## src/rtl/video_timing_ctrl.sv

```systemverilog
// video_timing_ctrl: raster timing generator with a pixel fetch strobe and
// de/hsync/vsync/frame_start delayed to line up with the pixel source latency.
module video_timing_ctrl #(
   parameter int H_ACTIVE = 640,
   parameter int H_FP = 16,
   parameter int H_SYNC = 96,
   parameter int H_BP = 48,
   parameter int V_ACTIVE = 480,
   parameter int V_FP = 10,
   parameter int V_SYNC = 2,
   parameter int V_BP = 33,
   parameter logic H_POL = 1'b0,
   parameter logic V_POL = 1'b0,
   parameter int DATA_LAT = 1
) (
   input logic sys_clk,
   input logic sys_rst_n,
   input logic en,
   output logic pix_req,
   output logic [11:0] pix_x,
   output logic [11:0] pix_y,
   output logic de,
   output logic hsync,
   output logic vsync,
   output logic frame_start,
   output logic busy
);
   localparam int H_TOTAL = H_ACTIVE + H_FP + H_SYNC + H_BP;
   localparam int V_TOTAL = V_ACTIVE + V_FP + V_SYNC + V_BP;
   localparam logic [11:0] H_LAST = 12'(H_TOTAL - 1);
   localparam logic [11:0] V_LAST = 12'(V_TOTAL - 1);
   localparam logic [11:0] H_ACT = 12'(H_ACTIVE);
   localparam logic [11:0] V_ACT = 12'(V_ACTIVE);
   localparam logic [11:0] H_SS = 12'(H_ACTIVE + H_FP);
   localparam logic [11:0] V_SS = 12'(V_ACTIVE + V_FP);
   localparam logic [11:0] H_SE = 12'(H_ACTIVE + H_FP + H_SYNC);
   localparam logic [11:0] V_SE = 12'(V_ACTIVE + V_FP + V_SYNC);
   if (H_TOTAL > 4095 || V_TOTAL > 4095) begin : g_total_chk
      $error("video_timing_ctrl: H_TOTAL/V_TOTAL exceed 4095");
   end
   if (DATA_LAT < 0 || DATA_LAT > 7) begin : g_lat_chk
      $error("video_timing_ctrl: DATA_LAT out of range 0..7");
   end
   typedef enum logic [1:0] {IDLE, RUN, DRAIN} state_t;
   state_t state, state_nxt;
   logic [11:0] h_cnt, v_cnt;
   logic eof, raw_de, raw_hs, raw_vs, raw_fs;
   logic [DATA_LAT:0][3:0] pipe;
   assign eof = h_cnt == H_LAST && v_cnt == V_LAST;
   always_ff @(posedge sys_clk or posedge sys_rst_n) begin
      if (sys_rst_n) state <= IDLE;
      else state <= state_nxt;
   end
   // DRAIN only ever leaves at end of frame, so en is ignored there
   always_comb begin
      state_nxt = state;
      state_nxt = (state == IDLE) ? (en ? RUN : IDLE) :
                  (state == RUN && en) ? RUN : eof ? IDLE : DRAIN;
   end
   always_ff @(posedge sys_clk or posedge sys_rst_n) begin
      if (sys_rst_n) begin
         h_cnt <= '0;
         v_cnt <= '0;
      end else if (state == IDLE) begin
         h_cnt <= '0;
         v_cnt <= '0;
      end else begin
         h_cnt <= (h_cnt == H_LAST) ? '0 : h_cnt + 12'd1;
         if (h_cnt == H_LAST) v_cnt <= (v_cnt == V_LAST) ? '0 : v_cnt + 12'd1;
      end
   end
   assign busy = state != IDLE;
   assign raw_de = busy && h_cnt < H_ACT && v_cnt < V_ACT;
   assign raw_hs = busy && h_cnt >= H_SS && h_cnt < H_SE;
   assign raw_vs = busy && v_cnt >= V_SS && v_cnt < V_SE;
   assign raw_fs = state == RUN && h_cnt == '0 && v_cnt == '0;
   assign pix_req = raw_de;
   assign pix_x = raw_de ? h_cnt : '0;
   assign pix_y = raw_de ? v_cnt : '0;
   // Stage 0 registers the raw timing; DATA_LAT further stages match the pixel source
   always_ff @(posedge sys_clk or posedge sys_rst_n) begin
      if (sys_rst_n) pipe <= '0;
      else begin
         pipe[0] <= {raw_fs, raw_vs, raw_hs, raw_de};
         for (int i = 1; i <= DATA_LAT; i++) pipe[i] <= pipe[i-1];
      end
   end
   assign de = pipe[DATA_LAT][0];
   assign hsync = pipe[DATA_LAT][1] ^ ~H_POL;
   assign vsync = pipe[DATA_LAT][2] ^ ~V_POL;
   assign frame_start = pipe[DATA_LAT][3];
endmodule

```

## config.mk

```make
export PLATFORM = sky130hd
export DESIGN_NAME = video_timing_ctrl
export DESIGN_NICKNAME = d
export VERILOG_FILES = /design/src/rtl/video_timing_ctrl.sv
export SDC_FILE = /design/constraint.sdc
export NUM_CORES = 1
export LEC_CHECK = 0
export ABC_AREA = 1
export BUFFER_PORTS_ARGS = -buffer_cell sky130_fd_sc_hd__buf_2
export CAP_MARGIN = 10
export CORE_ASPECT_RATIO = 0.6
export CORE_UTILIZATION = 56
export DETAILED_ROUTE_END_ITERATION = 12
export PLACE_DENSITY = 0.77
export SETUP_SLACK_MARGIN = 0.4
export SLEW_MARGIN = 30
export SYNTH_ARGS = -nofsm -noshare
export SYNTH_HDL_FRONTEND = slang
export SYNTH_SLANG_ARGS = --single-unit
```

## constraint.sdc

```tcl
create_clock -name sys_clk -period 1.8 [get_ports sys_clk]
set_input_delay 0.36 -clock sys_clk [delete_from_list [all_inputs] [get_ports sys_clk]]
set_output_delay 0.36 -clock sys_clk [all_outputs]
set_load 0.01 [all_outputs]
```

Word level (Yosys, flattened, before mapping)

Index checks and enable logic that the tools add are counted.

Register bits: 34
Bits of input ports: 3

Add/sub/neg operators: 2
Magnitude comparators: 6
Eq/ne operators: 3
Muxes and demuxes: 11
Bitwise gates (word level): 2
Reductions and logical operators: 15

Operators with widths:

| operator                | number |
|---|---|
| $mux W12                | 7 |
| $add A12 B1 Y12 const B | 2 |
| $eq A12 B10 Y1 const B  | 2 |
| $logic_not A12 Y1       | 2 |
| $lt A12 B10 Y1 const B  | 2 |
| $lt A12 B9 Y1 const B   | 2 |
| $ge A12 B10 Y1 const B  | 1 |
| $ge A12 B9 Y1 const B   | 1 |
| $logic_and A1 B1 Y1     | 10 |
| $mux W2                 | 3 |
| $reduce_bool A2 Y1      | 2 |
| $eq A2 B1 Y1 const B    | 1 |
| $logic_not A2 Y1        | 1 |
| $not A1 Y1              | 2 |
| $mux W1                 | 1 |

Longest topological paths before layout

Depth after elaboration: 5
Depth in mapped cells: 9
Gate-level depth less buffers: 9

Least setup slack after synthesis

OpenSTA, ideal clock, no wires.

Kind: flip-flop to output port
Start: register v_cnt[10]
End: output port pix_y[0]
Arrival time: 1162 ps
Required time: 1440 ps
Slack: 278 ps
Stages on the path, launching flop included: 7
Path buffers: 1
Cell sequence: dfrtp_1 nor2_1 nand3_1 nor2_1 nand3b_1 buf_2 nor2_1

Longest elaborated chain between the ends: 3

RTL lines:

| element                | line | text |
|---|---|---|
| start, declared        | 46   | `logic [11:0] h_cnt, v_cnt;` |
| start signal, assigned | 69   | `if (h_cnt == H_LAST) v_cnt <= (v_cnt == V_LAST) ? '0 : v_cnt + 12'd1;` |
| $lt A12 B9 Y1          | 73   | `assign raw_de = busy && h_cnt < H_ACT && v_cnt < V_ACT;` |
| $logic_and A1 B1 Y1    | 73   |  |
| $mux W12               | 79   | `assign pix_y = raw_de ? v_cnt : '0;` |
| end, declared          | 21   | `output logic [11:0] pix_y,` |

No other way between the ends.

Worst setup path in the final report

Start: register h_cnt[10]
End: output port pix_x[3]

Longest elaborated chain between the ends: 4

RTL lines:

| element                           | line | text |
|---|---|---|
| start, declared                   | 46   |  |
| start signal, assigned            | 68   | `h_cnt <= (h_cnt == H_LAST) ? '0 : h_cnt + 12'd1;` |
| $lt A12 B10 Y1                    | 73   |  |
| $logic_and A1 B1 Y1 (2 in series) | 73   |  |
| $mux W12                          | 78   | `assign pix_x = raw_de ? h_cnt : '0;` |
| end, declared                     | 20   | `output logic [11:0] pix_x,` |

No other way between the ends.

==> impl_metrics.env <==
export IMPL_status="finished with violations"
export IMPL_violations="design-rule violations, negative setup slack"
export IMPL_post_drt_wl_per_cell_um=25.1
export IMPL_worst_slack_ns=-0.362
export IMPL_vias=2746
export IMPL_cts_buffer_depth=2
export IMPL_cp_cell_sequence="nor2_4 > nand2_1 > nor3_2 > nand3b_1 > buf_6 > buf_12 > nor2_2 > buf_2"
export IMPL_post_route_min_period_ns=2.16
export IMPL_critPathSlowestCell="dfrtp_1"
export IMPL_post_drt_via_cell_ratio=6.87
export IMPL_drive_gt1_share_pct=46.5
export IMPL_end_kind="output pin"
export IMPL_crit_end="pix_x[3]"
export IMPL_swShare_pct=37.9
export IMPL_clkPwrFrac_pct=27.8
export IMPL_grt_overflow=0
export IMPL_r2r_setup_slack_ns=-0.32
export IMPL_crit_start="h_cnt[10]"
export IMPL_combPwrFrac_pct=35.3
export IMPL_io_buffers=27
export IMPL_crit_buf_inv=3
export IMPL_setup_viol=22
export IMPL_netlist_area_um2=2030
export IMPL_path_clk_slew_ns=0.08
export IMPL_rsz0062_at_grt="yes"
export IMPL_worstHoldPathType="in -> async"
export IMPL_core_area_um2=3360
export IMPL_dp_hpwl_mm=3.35
export IMPL_r2r_cells=12
export IMPL_wl_mm=10.1
export IMPL_arrival_ns=1.80
export IMPL_fin_crit_sh_pct=120
export IMPL_leakage_nw=1.51
export IMPL_critPathRequiredTime_ns=1.44
export IMPL_cts_root_buf="clkbuf_8"
export IMPL_instances_no_fill=400
export IMPL_netlist_instances=278
export IMPL_cts_tree="built"
export IMPL_die_width_um=79.8
export IMPL_critical_path_max_stage_delay_ns=0.43
export IMPL_grt_pass1_wl_mm=10.2
export IMPL_die_area_um2=3880
export IMPL_max_clock_freq_mhz=462
export IMPL_place_congestion=0.897
export IMPL_final_common_cell="nand2_1"
export IMPL_synth_seq_area_share_pct=41.9
export IMPL_drt_met1_wl_mm=3.39
export IMPL_hold_slack_ns=0.155
export IMPL_cp_start_kind="flip-flop"
export IMPL_nFillCells=95
export IMPL_skew_ns=0.0108
export IMPL_cts_inserted_buffers=5
export IMPL_drt_pass1_iterations=13
export IMPL_dr_wl_met3_mm=1.55
export IMPL_num_antenna_cells=0
export IMPL_most_common_layout_cells="50 x nand2_1, 37 x buf_4, 29 x inv_1, 29 x nor2_1, 28 x dfrtp_1"
export IMPL_fin_nets=362
export IMPL_grt_pass1_vias=2132
export IMPL_dr_first_iter_drc_count=601
export IMPL_synth_seq_cells=34
export IMPL_io_pin_count=33
export IMPL_grt_usage_pct=35.7
export IMPL_rows=16
export IMPL_post_place_cells=356
export IMPL_postRouteAntennaNets=0
export IMPL_r2r_start="v_cnt[10]"
export IMPL_clock_sinks=34
export IMPL_ys_types=31
export IMPL_hold_viol=0
export IMPL_yosysWarnings=0
export IMPL_peakVddDrop_mv=1.22
export IMPL_slew_violations=0
export IMPL_maxCapViolCount=0
export IMPL_cp_depth=8
export IMPL_wl_met2_mm=4.07
export IMPL_die_h_um=48.7
export IMPL_critPathKind="reg -> out"
export IMPL_reg2reg_to="pipe[2]"
export IMPL_clk_latency_ns=0.31
export IMPL_antenna_found_initial=0
export IMPL_cp_max_fo=8
export IMPL_htree_levels=2
export IMPL_initial_core_util_pct=60.4
export IMPL_remaining_drc_errors=2
export IMPL_path_delay_family="simple AND/OR/NAND/NOR gates"
export IMPL_p_int_mw=1.69
export IMPL_routed_top_layer="met4"
export IMPL_grt_max_degree=35
export IMPL_synth_area_per_cell_um2=7.31
export IMPL_synthToLayoutAreaGrowth_pct=53.9
export IMPL_p_switching_mw=1.03
export IMPL_pwr_share_seq_pct=36.9
export IMPL_powerDensity_nw_per_um2=868
-- worst min-delay path by stage --
| stage | from | to | slack (ns) | cells after the start |
|---|---|---|---|---|
| CTS | sys_rst_n | v_cnt[9] | 0.17 | 3 |
| finish | sys_rst_n | pipe[6] | 0.15 | 3 |
| floorplan | pipe[0] | de | 0.33 | 0 |
| global placement | pipe[2] | pipe[6] | 0.33 | 0 |
| global route | sys_rst_n | pipe[1] | 0.20 | 3 |
| detailed placement | pipe[2] | pipe[6] | 0.34 | 0 |
-- flip-flops by register name, indices dropped and copies added (netlist names) --
signal       flops
v_cnt           12
frame_start      1
de               1
pipe             6
h_cnt           12
state            2
-- cell usage after synthesis, drive strengths merged --
| library cell | number | area (um^2) |
|---|---|---|
| inv | 37 | 141 |
| nor3 | 8 | 40.0 |
| o21ai | 9 | 56.3 |
| nand4 | 7 | 43.8 |
| nor4b | 1 | 8.76 |
| nand2 | 64 | 269 |
| ha | 4 | 50.1 |
| a31oi | 1 | 6.26 |
| xnor2 | 1 | 8.76 |
| o22ai | 1 | 6.26 |
| nand3b | 2 | 15.0 |
| nor3b | 1 | 7.51 |
| xor2 | 2 | 17.5 |
| conb | 1 | 3.75 |
| dfrtp | 34 | 851 |
| nand3 | 22 | 120 |
| nor2 | 63 | 262 |
| a21oi | 8 | 40.0 |
| buf | 12 | 85.1 |
-- metrics by stage --
step / total power [mW] / setup slack [ns] / cell area [um^2] / TNS, ns / util (%)
finish: 2.72 / -0.362 / 3130 / -6.98 / 93.0
global route: 2.76 / -0.409 / 3130 / -8.05 / 93.0
CTS: 2.28 / -0.179 / 2740 / -3.38 / 81.4
detailed placement: 1.52 / 0.111 / 2330 / 0 / 69.3
global placement: 1.51 / 0.137 / 2330 / 0 / 69.3
floorplan: 1.36 / 0.304 / 2120 / 0 / -
-- worst register-to-register path, cell delays in order, from the launching register on --
cell	delay, ns
dfrtp_1	0.42
nor2_4	0.18
nand3_2	0.11
buf_4	0.15
buf_4	0.12
buf_4	0.12
buf_4	0.13
buf_4	0.13
buf_4	0.13
buf_4	0.13
buf_4	0.13
buf_4	0.14
nor3_4	0.15
-- area by class of cell --
type | count | area, um^2 | area share (%)
Multi-Input combinational cell | 200 | 1260 | 40.4
Sequential cell | 34 | 858 | 27.4
Timing Repair Buffer | 76 | 663 | 21.2
Inverter | 37 | 156 | 5.00
Clock buffer | 6 | 82.6 | 2.64
Tap cell | 45 | 56.3 | 1.80
Clock inverter | 1 | 30.0 | 0.960
Timing Repair inverter | 1 | 16.3 | 0.520
-- logic make-up after synthesis --
kind of cell / count (synthesis) / share of synthesized area [%]
fa+ha+maj: 4 / 2.46
other cells: 1 / 0.185
flops: 34 / 41.9
compound gates: 19 / 5.36
simple gates: 168 / 37.7
xor+xnor: 3 / 1.29
buf+inv: 49 / 11.1
-- power by group through the flow --
stage / Combinational [mW] / Sequential [mW] / Clock (mW)
after detailed placement: 0.564 / 0.959 / 0
after floorplan: 0.426 / 0.938 / 0
final: 0.959 / 1.00 / 0.754
after global routing: 0.997 / 1.00 / 0.764
after CTS: 0.606 / 0.945 / 0.727
after global placement: 0.552 / 0.956 / 0
-- metal layers --
layer / up-vias / track usage [%]
met5: - / 0
met1: 1222 / 49.8
met2: 372 / 52.0
met4: 0 / 15.2
met3: 143 / 9.81
li1: 1009 / -
-- what timing repair did --
action                                  in CTS  in global routing
pin swaps                                    8                 15
hold endpoints to repair                     0                  0
setup buffers                               24                 10
gates cloned                                 2                  1
endpoints found under the setup margin      39                 46
hold buffers                                 0                  0
resized for setup                           23                 72
No activity file was read; power rests on OpenSTA's default activity.
